[config.mk]
export PLATFORM = sky130hd
export DESIGN_NAME = svo_bounce_src_flat
export DESIGN_NICKNAME = d
export VERILOG_FILES = /design/src/rtl/svo_bounce_src_if.sv /design/src/rtl/svo_bounce_src.sv /design/src/flat_wrapper.sv
export SDC_FILE = /design/constraint.sdc
export NUM_CORES = 1
export LEC_CHECK = 0
export BUFFER_PORTS_ARGS = -buffer_cell sky130_fd_sc_hd__buf_2
export CELL_PAD_IN_SITES_DETAIL_PLACEMENT = 0
export CELL_PAD_IN_SITES_GLOBAL_PLACEMENT = 1
export CORE_ASPECT_RATIO = 1.75
export CORE_MARGIN = 1
export CORE_UTILIZATION = 45
export CTS_BUF_LIST = sky130_fd_sc_hd__clkbuf_2 sky130_fd_sc_hd__clkbuf_4 sky130_fd_sc_hd__clkbuf_8
export DETAILED_ROUTE_END_ITERATION = 7
export GPL_ROUTABILITY_DRIVEN = 0
export GPL_TIMING_DRIVEN = 1
export HOLD_SLACK_MARGIN = 0.03
export PLACE_DENSITY_LB_ADDON = 0.1
export REMOVE_ABC_BUFFERS = 1
export SETUP_SLACK_MARGIN = 0.4
export SYNTH_ARGS = -nofsm -noshare
export SYNTH_HDL_FRONTEND = slang
export SYNTH_SLANG_ARGS = --single-unit
[constraint.sdc]
create_clock -name clk -period 5.48 [get_ports clk]
set_clock_uncertainty 0.15 [all_clocks]
set_input_delay 0.548 -clock clk [delete_from_list [all_inputs] [get_ports clk]]
set_output_delay 0.548 -clock clk [all_outputs]
set_load 0.02 [all_outputs]
[src/rtl/svo_bounce_src_if.sv]
// AXI4-Stream pixel bus used by the SVO video pipeline.
//   tvalid : pixel valid (master -> slave)
//   tready : downstream accept (slave -> master)
//   tdata  : 24-bit RGB pixel, [23:16] R, [15:8] G, [7:0] B
//   tuser  : start of frame, set on pixel (0,0)
interface svo_bounce_src_if #(
  parameter int DW = 24
);
  logic          tvalid;
  logic          tready;
  logic [DW-1:0] tdata;
  logic          tuser;

  modport master (output tvalid, output tdata, output tuser, input tready);
  modport slave  (input tvalid, input tdata, input tuser, output tready);
endinterface

[src/rtl/svo_bounce_src.sv]
// svo_bounce_src: synthetic video source. Emits an endless stream of
// active-area frames with a solid box moving diagonally and bouncing off
// the frame edges.
//
// Ports:
//   clk      : pixel clock
//   resetn   : asynchronous active-low reset
//   pause    : freezes box motion; sampled only on the last-pixel accept
//   out_axis : AXI4-Stream master (tvalid/tready/tdata/tuser)
//
// Optional feature: define SVO_BOUNCE_GRADIENT_EN to replace the black
// background with {x[7:0], y[7:0], fcnt}.
module svo_bounce_src #(
  parameter int          H_PIXELS  = 640,
  parameter int          V_PIXELS  = 480,
  parameter int          BOX_SIZE  = 64,
  parameter int          STEP      = 2,
  parameter logic [23:0] BOX_COLOR = 24'hFFFFFF
) (
  input  logic              clk,
  input  logic              resetn,
  input  logic              pause,
  svo_bounce_src_if.master  out_axis
);

  localparam int XW = (H_PIXELS > 1) ? $clog2(H_PIXELS) : 1;
  localparam int YW = (V_PIXELS > 1) ? $clog2(V_PIXELS) : 1;

  // All box arithmetic runs one bit wider than the coordinate so that
  // position + step / position + size never wraps.
  localparam logic [XW:0]   BX_MAX = (XW+1)'(H_PIXELS - BOX_SIZE);
  localparam logic [YW:0]   BY_MAX = (YW+1)'(V_PIXELS - BOX_SIZE);
  localparam logic [XW:0]   STEP_X = (XW+1)'(STEP);
  localparam logic [YW:0]   STEP_Y = (YW+1)'(STEP);
  localparam logic [XW:0]   BOX_X  = (XW+1)'(BOX_SIZE);
  localparam logic [YW:0]   BOX_Y  = (YW+1)'(BOX_SIZE);
  localparam logic [XW-1:0] X_LAST = XW'(H_PIXELS - 1);
  localparam logic [YW-1:0] Y_LAST = YW'(V_PIXELS - 1);

  // x/y index the pixel currently held in the output register
  logic [XW-1:0] x, x_n, bx, bx_n;
  logic [YW-1:0] y, y_n, by, by_n;
  logic          dx, dx_n, dy, dy_n;
  logic          tvalid;
  logic [23:0]   tdata, pix;
  logic          tuser;
  logic          accept, load, eol, eof, in_box;
`ifdef SVO_BOUNCE_GRADIENT_EN
  logic [7:0]    fcnt, fcnt_n;
`endif

  assign accept = tvalid & out_axis.tready;
  // Reload when the held beat leaves, or fill an empty register after reset
  assign load   = accept | ~tvalid;
  assign eol    = (x == X_LAST);
  assign eof    = eol && (y == Y_LAST);

  always_comb begin
    x_n  = x;
    y_n  = y;
    bx_n = bx;
    by_n = by;
    dx_n = dx;
    dy_n = dy;
`ifdef SVO_BOUNCE_GRADIENT_EN
    fcnt_n = fcnt;
`endif
    if (accept) begin
      if (eol) begin
        x_n = '0;
        y_n = eof ? '0 : y + 1'b1;
      end else begin
        x_n = x + 1'b1;
      end

      if (eof) begin
`ifdef SVO_BOUNCE_GRADIENT_EN
        fcnt_n = fcnt + 8'd1;
`endif
        if (!pause) begin
          // X axis: clamp to the edge and reverse instead of overshooting
          if (dx) begin
            if ({1'b0, bx} + STEP_X >= BX_MAX) begin
              bx_n = BX_MAX[XW-1:0];
              dx_n = 1'b0;
            end else begin
              bx_n = XW'({1'b0, bx} + STEP_X);
            end
          end else begin
            if ({1'b0, bx} <= STEP_X) begin
              bx_n = '0;
              dx_n = 1'b1;
            end else begin
              bx_n = XW'({1'b0, bx} - STEP_X);
            end
          end
          // Y axis: same rule
          if (dy) begin
            if ({1'b0, by} + STEP_Y >= BY_MAX) begin
              by_n = BY_MAX[YW-1:0];
              dy_n = 1'b0;
            end else begin
              by_n = YW'({1'b0, by} + STEP_Y);
            end
          end else begin
            if ({1'b0, by} <= STEP_Y) begin
              by_n = '0;
              dy_n = 1'b1;
            end else begin
              by_n = YW'({1'b0, by} - STEP_Y);
            end
          end
        end
      end
    end
  end

  // Pixel for the next coordinates, so a new frame's (0,0) already sees
  // the updated box.
  always_comb begin
    in_box = ({1'b0, x_n} >= {1'b0, bx_n}) && ({1'b0, x_n} < {1'b0, bx_n} + BOX_X) &&
             ({1'b0, y_n} >= {1'b0, by_n}) && ({1'b0, y_n} < {1'b0, by_n} + BOX_Y);
`ifdef SVO_BOUNCE_GRADIENT_EN
    pix = in_box ? BOX_COLOR : {8'(x_n), 8'(y_n), fcnt_n};
`else
    pix = in_box ? BOX_COLOR : 24'h000000;
`endif
  end

  always_ff @(posedge clk or negedge resetn) begin
    if (!resetn) begin
      x      <= '0;
      y      <= '0;
      bx     <= '0;
      by     <= '0;
      dx     <= 1'b1;
      dy     <= 1'b1;
      tvalid <= 1'b0;
      tdata  <= '0;
      tuser  <= 1'b0;
`ifdef SVO_BOUNCE_GRADIENT_EN
      fcnt   <= '0;
`endif
    end else begin
      x  <= x_n;
      y  <= y_n;
      bx <= bx_n;
      by <= by_n;
      dx <= dx_n;
      dy <= dy_n;
`ifdef SVO_BOUNCE_GRADIENT_EN
      fcnt <= fcnt_n;
`endif
      if (load) begin
        tvalid <= 1'b1;
        tdata  <= pix;
        tuser  <= (x_n == '0) && (y_n == '0);
      end
    end
  end

  assign out_axis.tvalid = tvalid;
  assign out_axis.tdata  = tdata;
  assign out_axis.tuser  = tuser;

endmodule

[src/flat_wrapper.sv]
// flat-port wrapper written by rule: the top's interface ports become plain ports
module svo_bounce_src_flat 
#(
  parameter int          H_PIXELS  = 640,
  parameter int          V_PIXELS  = 480,
  parameter int          BOX_SIZE  = 64,
  parameter int          STEP      = 2,
  parameter logic [23:0] BOX_COLOR = 24'hFFFFFF
)
  (clk, resetn, pause, out_axis_tvalid, out_axis_tdata, out_axis_tuser, out_axis_tready);
  svo_bounce_src_if out_axis_i ();
  input  logic clk;
  input  logic resetn;
  input  logic pause;
  output wire logic [$bits(out_axis_i.tvalid)-1:0] out_axis_tvalid;
  output wire logic [$bits(out_axis_i.tdata)-1:0] out_axis_tdata;
  output wire logic [$bits(out_axis_i.tuser)-1:0] out_axis_tuser;
  input wire logic [$bits(out_axis_i.tready)-1:0] out_axis_tready;
  assign out_axis_tvalid = out_axis_i.tvalid;
  assign out_axis_tdata = out_axis_i.tdata;
  assign out_axis_tuser = out_axis_i.tuser;
  assign out_axis_i.tready = out_axis_tready;
  svo_bounce_src #(.H_PIXELS(H_PIXELS), .V_PIXELS(V_PIXELS), .BOX_SIZE(BOX_SIZE), .STEP(STEP), .BOX_COLOR(BOX_COLOR)) u_core (.clk(clk), .resetn(resetn), .pause(pause), .out_axis(out_axis_i));
endmodule
==> results by group, run 1 <==
Placed design
  • Post-DP HPWL: between 7000 and 8000 um
  • Placed Instance Area: between 0.003 and 0.004 mm2
  • Post-Place Cells: 532
  • # port buffers: 29

GRT
  • Vias in the first global route: around 3200
  • Largest net degree at the start of global routing: 44
  • Initial antenna violation count: 0
  • First-pass GRT wire length: ~15000 um
  • Total Routing Usage GR: 22.61%
  • GRT Residual Overflow: 0

Detailed routing
  • DRT Pass-1 Iters: 6
  • Wirelength per Cell: 17.13 um
  • Vias: between 3000 and 4000
  • Antenna Violating Nets Remaining: 0
  • Via/cell ratio: around 6
  • DRT iter0 DRCs: between 150 and 200
  • WL final: slightly above 9000 um
  • DRC viols: 7

Synthesis
  • Post-synth ARST share: 100.0%
  • Yosys warning count: 0
  • Synth Register Bits: 43
  • Seq/Total Area, Yosys: 28.56%
  • Count of cell types in the netlist: 66
  • Number of synthesized flops with an enable pin: 0
  • Mean Syn Cell Area: 8.299 um2
  • Syn Std Cell Area: between 0.003 and 0.004 mm2
  • Post-Syn Instances: 455
  • Predominant post-synthesis flop cell: dfrtp_1

Finish
  • Number of fill cells: roughly 800
  • Sequential cell area: between 0.001 and 0.0015 mm2
  • Post-route insts no fill: 540
  • Final Instance Area: between 0.003 and 0.004 mm2
  • Nets: between 400 and 500
  • Layout cell share with drive strength beyond 1: between 10% and 20%
  • Multi-input gate area: 0.002296 mm2
  • Area growth syn-to-layout: 2.750%
  • # diodes: 0

CTS
  • Htree depth: 2
  • Skew-Pair Late Insertion Delay: 0.31 ns
  • Post-CTS setup buffers: 0
  • CTS tree: done
  • Clk pin slew, worst setup/hold paths: roughly 0.1 ns
  • Cts bufs inserted: 5
  • CTS Sinks: 43
  • Hold_buf cts: 0
  • Post_cts resized: 0
  • Max Buffers Root-to-Sink: 2
  • CTS Root Cell: clkbuf_8

Timing
  • Fin crit period: ~4.4 ns
  • Hold slack: 0.2558 ns
  • Final critical-path share of the clock period: 79.76%
  • Final Hold Fails: 0
  • Sum of negative setup slack: 0 ns
  • Slew HR: roughly 33%
  • Slew @ Worst Pin: 0.9998 ns
  • Fmax: approximately 0.23 GHz
  • Max Slew Vio Count: 0
  • Setup violations, final: 0
  • RSZ-0062 raised after global routing: no

Status
  • Violated checks: design-rule violations
  • Status: complete, but fails checks

Critical path
  • Crit start category: flip-flop
  • Largest fanout on the critical path: 10
  • Crit. End Element: flip-flop
  • Critical path data arrival time: ~4.4 ns
  • WP data required: about 5.5 ns
  • CP Class: reg2reg

Power
  • Worst IR drop on VDD: 271.6 uV
  • Tot Pwr: around 0.81 mW
  • Pwr Density: between 200 and 250 mW/mm2
  • Leak pwr: about 1.8 nW

Die
  • Die Span Y: around 120 um
  • Starting Density: 47.10%
  • Die area: ~0.0088 mm2
  • Area of the core: ~0.0080 mm2
  • Row Count: 43
  • Num ports: 30
  • Die W: 71.25 um

Min path
  • HP Class: in2async

Run
  • Max-Cap Viols: 0
==> cells in the final DEF (no fill, tap or decap), types with 5 or more instances in the layout <==
cell	instances
a21o_1	6
a21oi_1	31
a31oi_1	9
buf_2	29
clkbuf_8	5
dfrtp_1	41
ha_1	36
inv_1	29
nand2_1	45
nand2b_1	5
nand3_1	15
nand4_1	12
nor2_1	23
nor2b_1	10
nor3_1	14
nor4_1	6
o21a_1	6
o21ai_0	17
o21ai_1	5
o31a_1	6
o31ai_1	6
xnor2_1	12
==> flip-flops by register name, indices dropped and copies added (netlist names) <==
name and cells:
u_core.by 9, u_core.dx 1, u_core.bx 10, u_core.out_axis.tvalid 1
u_core.x 10, u_core.out_axis.tuser 1, u_core.y 9, u_core.dy 1
u_core.out_axis.tdata 1
==> per-stage QoR <==
stage | utilization [%] | worst slack (ns)
finish | 48.40 | 1.109
global placement | 47.00 | 1.244
global route | 48.40 | 0.8491
detailed placement | 47.00 | 1.164
floorplan | - | 1.289
CTS | 48.40 | 1.166
==> layer usage <==
layer	global-route usage [%]	vias up	routed length (um)
met5	0	-	0
met2	44.35	83	5097
met4	9.250	0	266
li1	-	1613	-
met1	24.00	1555	3639
met3	2.363	27	247
==> where the power goes <==
group          total (mW)  internal [mW]  switching (mW)
Clock               0.253          0.136           0.117
Combinational       0.186         0.0901          0.0959
Sequential          0.374          0.339          0.0349
Total               0.813          0.565           0.248
==> layout make-up <==
| type | instances | share of cell area (%) |
|---|---|---|
| clock buffers | 5 | 1.774 |
| clock inverters | 3 | 1.129 |
| inverters | 30 | 2.902 |
| multi-input cells | 337 | 59.17 |
| flip-flops and latches | 43 | 27.80 |
| well taps | 90 | 2.902 |
| repair buffers | 32 | 4.321 |
==> kinds of logic (layout without fill, tap and decap cells) <==
family                   Yosys count  count (layout)  share of synthesized area [%]
XOR/XNOR                          16              16                          3.711
AO/OA/AOI/OAI                    122             122                          21.93
adder cells (fa/ha/maj)           36              36                          11.93
flip-flops                        43              43                          28.56
other                              1               1                        0.09931
buffers and inverters             75              70                          10.64
AND/OR/NAND/NOR                  162             162                          23.13
==> worst paths after layout <==
check / startpoint / end / slack (ns) / cells after the start
min in group clk: u_core.out_axis.tuser$_DFFE_PN0P_ / u_core.out_axis.tuser$_DFFE_PN0P_ / 0.38 / 1
min: resetn / u_core.by[8]$_DFF_PN0_ / 0.26 / 1
max reg2reg: u_core.bx[1]$_DFF_PN0_ / u_core.out_axis.tdata[22]$_DFFE_PN0P_ / 1.11 / 16
max in group asynchronous: resetn / u_core.y[1]$_DFF_PN0_ / 4.30 / 1
max: u_core.bx[1]$_DFF_PN0_ / u_core.out_axis.tdata[22]$_DFFE_PN0P_ / 1.11 / 16
min reg2reg: u_core.out_axis.tuser$_DFFE_PN0P_ / u_core.out_axis.tuser$_DFFE_PN0P_ / 0.38 / 1
==> cell usage after synthesis, types with 3 or more instances <==
library cell / count / area share (%)
dfrtp_1: 41 / 27
nand3_1: 15 / 2.0
nor4_1: 6 / 0.99
xor2_1: 4 / 0.93
and4_1: 4 / 0.93
o21ai_1: 5 / 0.66
a21o_1: 6 / 1.2
nand2_1: 45 / 4.5
nand2b_1: 5 / 0.83
o21a_1: 6 / 1.2
o31ai_1: 6 / 1.2
nor2b_1: 10 / 1.7
inv_1: 29 / 2.9
ha_1: 36 / 12
o21ai_0: 17 / 2.3
o31a_1: 6 / 1.4
a22oi_1: 3 / 0.60
buf_2: 8 / 1.1
clkbuf_1: 8 / 0.80
o221ai_1: 4 / 0.93
and2_1: 4 / 0.66
or3_1: 3 / 0.50
and3_1: 3 / 0.50
nand4_1: 12 / 2.0
nor2_1: 23 / 2.3
or4_1: 3 / 0.60
a21oi_1: 31 / 4.1
buf_4: 27 / 5.4
o211ai_1: 4 / 0.80
xnor2_1: 12 / 2.8
o22ai_1: 3 / 0.50
a31oi_1: 9 / 1.5
nor3_1: 14 / 1.9
nand3b_1: 4 / 0.80
==> critical path: stages (launching register included) <==
cell,delay (ns)
dfrtp_1,0.52
ha_1,0.29
and3_1,0.20
nand3_1,0.20
o41ai_4,0.48
a31oi_1,0.18
o221ai_1,0.26
nand2_1,0.09
o31a_1,0.14
ha_1,0.31
a2111oi_0,0.40
a21oi_1,0.16
or4_1,0.47
o2111ai_1,0.12
a21o_1,0.14
a221o_1,0.10
o21ai_1,0.06
Note: power is estimated with default switching activity, not from simulation.
==> run 2: changes to the inputs <==
==> constraint.sdc (replaced) <==
create_clock -name clk -period 4.31 [get_ports clk]
set_clock_uncertainty 0.15 [all_clocks]
set_input_delay 0.431 -clock clk [delete_from_list [all_inputs] [get_ports clk]]
set_output_delay 0.431 -clock clk [all_outputs]
set_load 0.02 [all_outputs]
==> results by group, run 2 (synthesis results as in run 1) <==
Critical path
  • Largest fanout on the critical path: 5 (-5)
  • CP Class: reg2reg
  • Most used cell, CP: ha_4
  • Crit start category: flip-flop
  • Crit. End Element: flip-flop
  • Top delay family on crit path: compound AO/OA/AOI/OAI gates
  • WP data required: 4.37 ns (-1.17 ns)
  • Max incr delay on CP: 0.49 ns (-0.03 ns)
  • Critical path data arrival time: 3.90 ns (-0.53 ns)
  • CP cell instances: ha_4 > and3_4 > nand3_4 > o41ai_4 > a31o_2 > a22oi_1 > o31a_1 > ha_4 > a2111oi_4 > a21oi_2 > or4_4 > o2111ai_2 > a21o_1 > a221o_1 > o21ai_1
  • Critical path's slowest cell: or4_4
  • CP bufs+invs: 0 (unchanged)

Detailed routing
  • DR top layer: met4
  • DRC viols: 7 (unchanged)
  • Met2 wire length: 5217 um (+2.4%)
  • WL met1: 3790 um (+4.1%)
  • WL final: 9599 um (+3.8%)
  • Vias: 3376 (+3.0%)
  • Routed met3 length: 240 um (-2.8%)
  • Wirelength per Cell: 16.93 um (-1.2%)
  • Via/cell ratio: 5.954 (-1.9%)
  • DRT Pass-1 Iters: 6 (unchanged)
  • Antenna Violating Nets Remaining: 0 (unchanged)
  • DRT iter0 DRCs: 213 (+29%)

Finish
  • Commonest non-fill, non-tap cell in the layout: nand2_1
  • Commonest cells after routing, fill and taps aside: 45 x nand2_1, 35 x dfrtp_1, 31 x ha_1
  • Final Instance Area: 0.004290 mm2 (+11%)
  • Post-route insts no fill: 567 (+5.0%)
  • # diodes: 0 (unchanged)
  • Number of fill cells: 766 (-4.0%)
  • Multi-input gate area: 0.002469 mm2 (+7.5%)
  • Nets: 516 (+5.5%)
  • Sequential cell area: 0.001086 mm2 (+0.70%)
  • Area growth syn-to-layout: 13.62%
  • Layout cell share with drive strength beyond 1: 24.11% (+12 points)
  • Largest regs: u_core.bx x10, u_core.x x10

Power
  • Clock Power Share: 32.7% (+1.6 points)
  • Sw Pwr: 0.3505 mW (+41%)
  • Pwr Density: 276.0 mW/mm2 (+32%)
  • Leak pwr: 2.015 nW (+9.2%)
  • Logic pwr share: 27.4% (+4.5 points)
  • Sw Share: 29.61% (-0.88 points)
  • Reg power frac: 39.8% (-6.2 points)
  • Internal power: 0.8334 mW (+47%)
  • Worst IR drop on VDD: 251.1 uV (-7.5%)

Timing
  • Sum of negative setup slack: 0 ns (unchanged)
  • Slew HR: 31.67% (-1.7 points)
  • Slew @ Worst Pin: 1.025 ns (+0.02508 ns)
  • Fmax: 0.2602 GHz (+14%)
  • Fin crit period: 3.843 ns (-0.5285 ns)
  • Final critical-path share of the clock period: 89.15% (+9.4 points)
  • Final Hold Fails: 0 (unchanged)
  • Max Slew Vio Count: 0 (unchanged)
  • Hold slack: 0.1383 ns (-0.1175 ns)
  • Setup violations, final: 0 (unchanged)
  • RSZ-0062 raised after global routing: yes

GRT
  • Largest net degree at the start of global routing: 44 (unchanged)
  • Total Routing Usage GR: 22.95% (+0.34 points)
  • First-pass GRT wire length: 15480 um (+1.1%)
  • GRT Residual Overflow: 0 (unchanged)
  • Initial antenna violation count: 0 (unchanged)
  • Vias in the first global route: 3157 (-0.85%)

Die
  • Die Span Y: 123.2 um (unchanged)
  • Die area: 0.008776 mm2 (unchanged)
  • Die W: 71.25 um (unchanged)
  • Starting Density: 47.10% (unchanged)
  • Num ports: 30 (unchanged)
  • Area of the core: 0.008016 mm2 (unchanged)
  • Row Count: 43 (unchanged)

Placed design
  • # port buffers: 29 (unchanged)
  • Post-Place Cells: 540 (+1.5%)
  • Post-DP HPWL: 7154 um (+0.76%)
  • Placed Instance Area: 0.003827 mm2 (+1.6%)

CTS
  • Htree depth: 2 (unchanged)
  • CTS Root Cell: clkbuf_8
  • Cts bufs inserted: 5 (unchanged)
  • Skew-Pair Late Insertion Delay: 0.31 ns (about the same)
  • Max Buffers Root-to-Sink: 2 (unchanged)
  • Hold_buf cts: 0 (unchanged)
  • CTS tree: done
  • CTS Sinks: 43 (unchanged)
  • Clk pin slew, worst setup/hold paths: 0.09 ns (about the same)

Status
  • Violated checks: design-rule violations
  • Status: complete, but fails checks

Min path
  • HP Class: in2async

Run
  • Max-Cap Viols: 0 (unchanged)
run 2: changes by cell type in the layout (fill, tap and decap cells not counted), moves of 2 or more:
cell	change
ha_4	+3
ha_1	-5
o21ai_1	+3
a21oi_2	+2
dfrtp_2	+6
and4_1	-2
a21oi_1	-2
dfrtp_1	-6
ha_2	+2
buf_4	+26
o21ai_0	-3
run 2: timing repair:
action	CTS	global route
pin swaps	6	9
resized for setup	10	33
setup endpoints to repair	1	1
setup buffers	7	12
run 2: worst register-to-register path, cell delays in order (launching register included):
cell,delay (ns)
dfrtp_1,0.40
ha_4,0.17
and3_4,0.20
nand3_4,0.11
o41ai_4,0.48
a31o_2,0.21
a22oi_1,0.10
o31a_1,0.30
ha_4,0.24
a2111oi_4,0.35
a21oi_2,0.12
or4_4,0.49
o2111ai_2,0.10
a21o_1,0.14
a221o_1,0.10
o21ai_1,0.07
run 2: area by class of cell:
type | instances | share of cell area, %
multi-input combinational | 337 | 57.54
clock buffer | 5 | 1.604
clock inverter | 3 | 1.575
tap | 90 | 2.625
sequential | 43 | 25.31
timing repair buffer | 59 | 8.720
inverter | 30 | 2.625
run 2: power groups by stage:
stage               sequential (mW)  combinational, mW  clock, mW
finish                        0.472              0.325      0.387
global route                  0.479              0.360      0.410
CTS                           0.470              0.273      0.400
detailed placement            0.482              0.236          0
global placement              0.480              0.233          0
floorplan                     0.479              0.174          0
run 2: through the flow:
stage	util (%)	total power, mW	worst slack (ns)
2_1_floorplan	-	0.6528	0.1187
3_3_place_gp	47.74	0.7133	0.2346
3_5_place_dp	47.74	0.7183	0.1781
4_1_cts	50.71	1.143	0.4098
5_1_grt	53.52	1.249	0.3309
6_report	53.52	1.184	0.4675
run 2: final timing paths:
| kind | slack [ns] | cells after the start | end | from |
|---|---|---|---|---|
| setup / recovery | 0.47 | 15 | u_core.out_axis.tdata[22]$_DFFE_PN0P_ | u_core.bx[1]$_DFF_PN0_ |
| hold / removal | 0.14 | 1 | u_core.by[5]$_DFF_PN0_ | resetn |
| setup reg to reg | 0.47 | 15 | u_core.out_axis.tdata[22]$_DFFE_PN0P_ | u_core.bx[1]$_DFF_PN0_ |
| hold reg to reg | 0.38 | 1 | u_core.out_axis.tuser$_DFFE_PN0P_ | u_core.out_axis.tuser$_DFFE_PN0P_ |
| max in group asynchronous | 3.16 | 1 | u_core.x[4]$_DFF_PN0_ | resetn |
| min in group clk | 0.34 | 4 | u_core.out_axis.tdata[22]$_DFFE_PN0P_ | out_axis_tready |
run 2: routing by layer:
metal / up-vias / GRT usage, %
met4: 0 / 11.75
met3: 22 / 2.445
met2: 77 / 43.27
met5: - / 0
met1: 1610 / 24.85
li1: 1667 / -
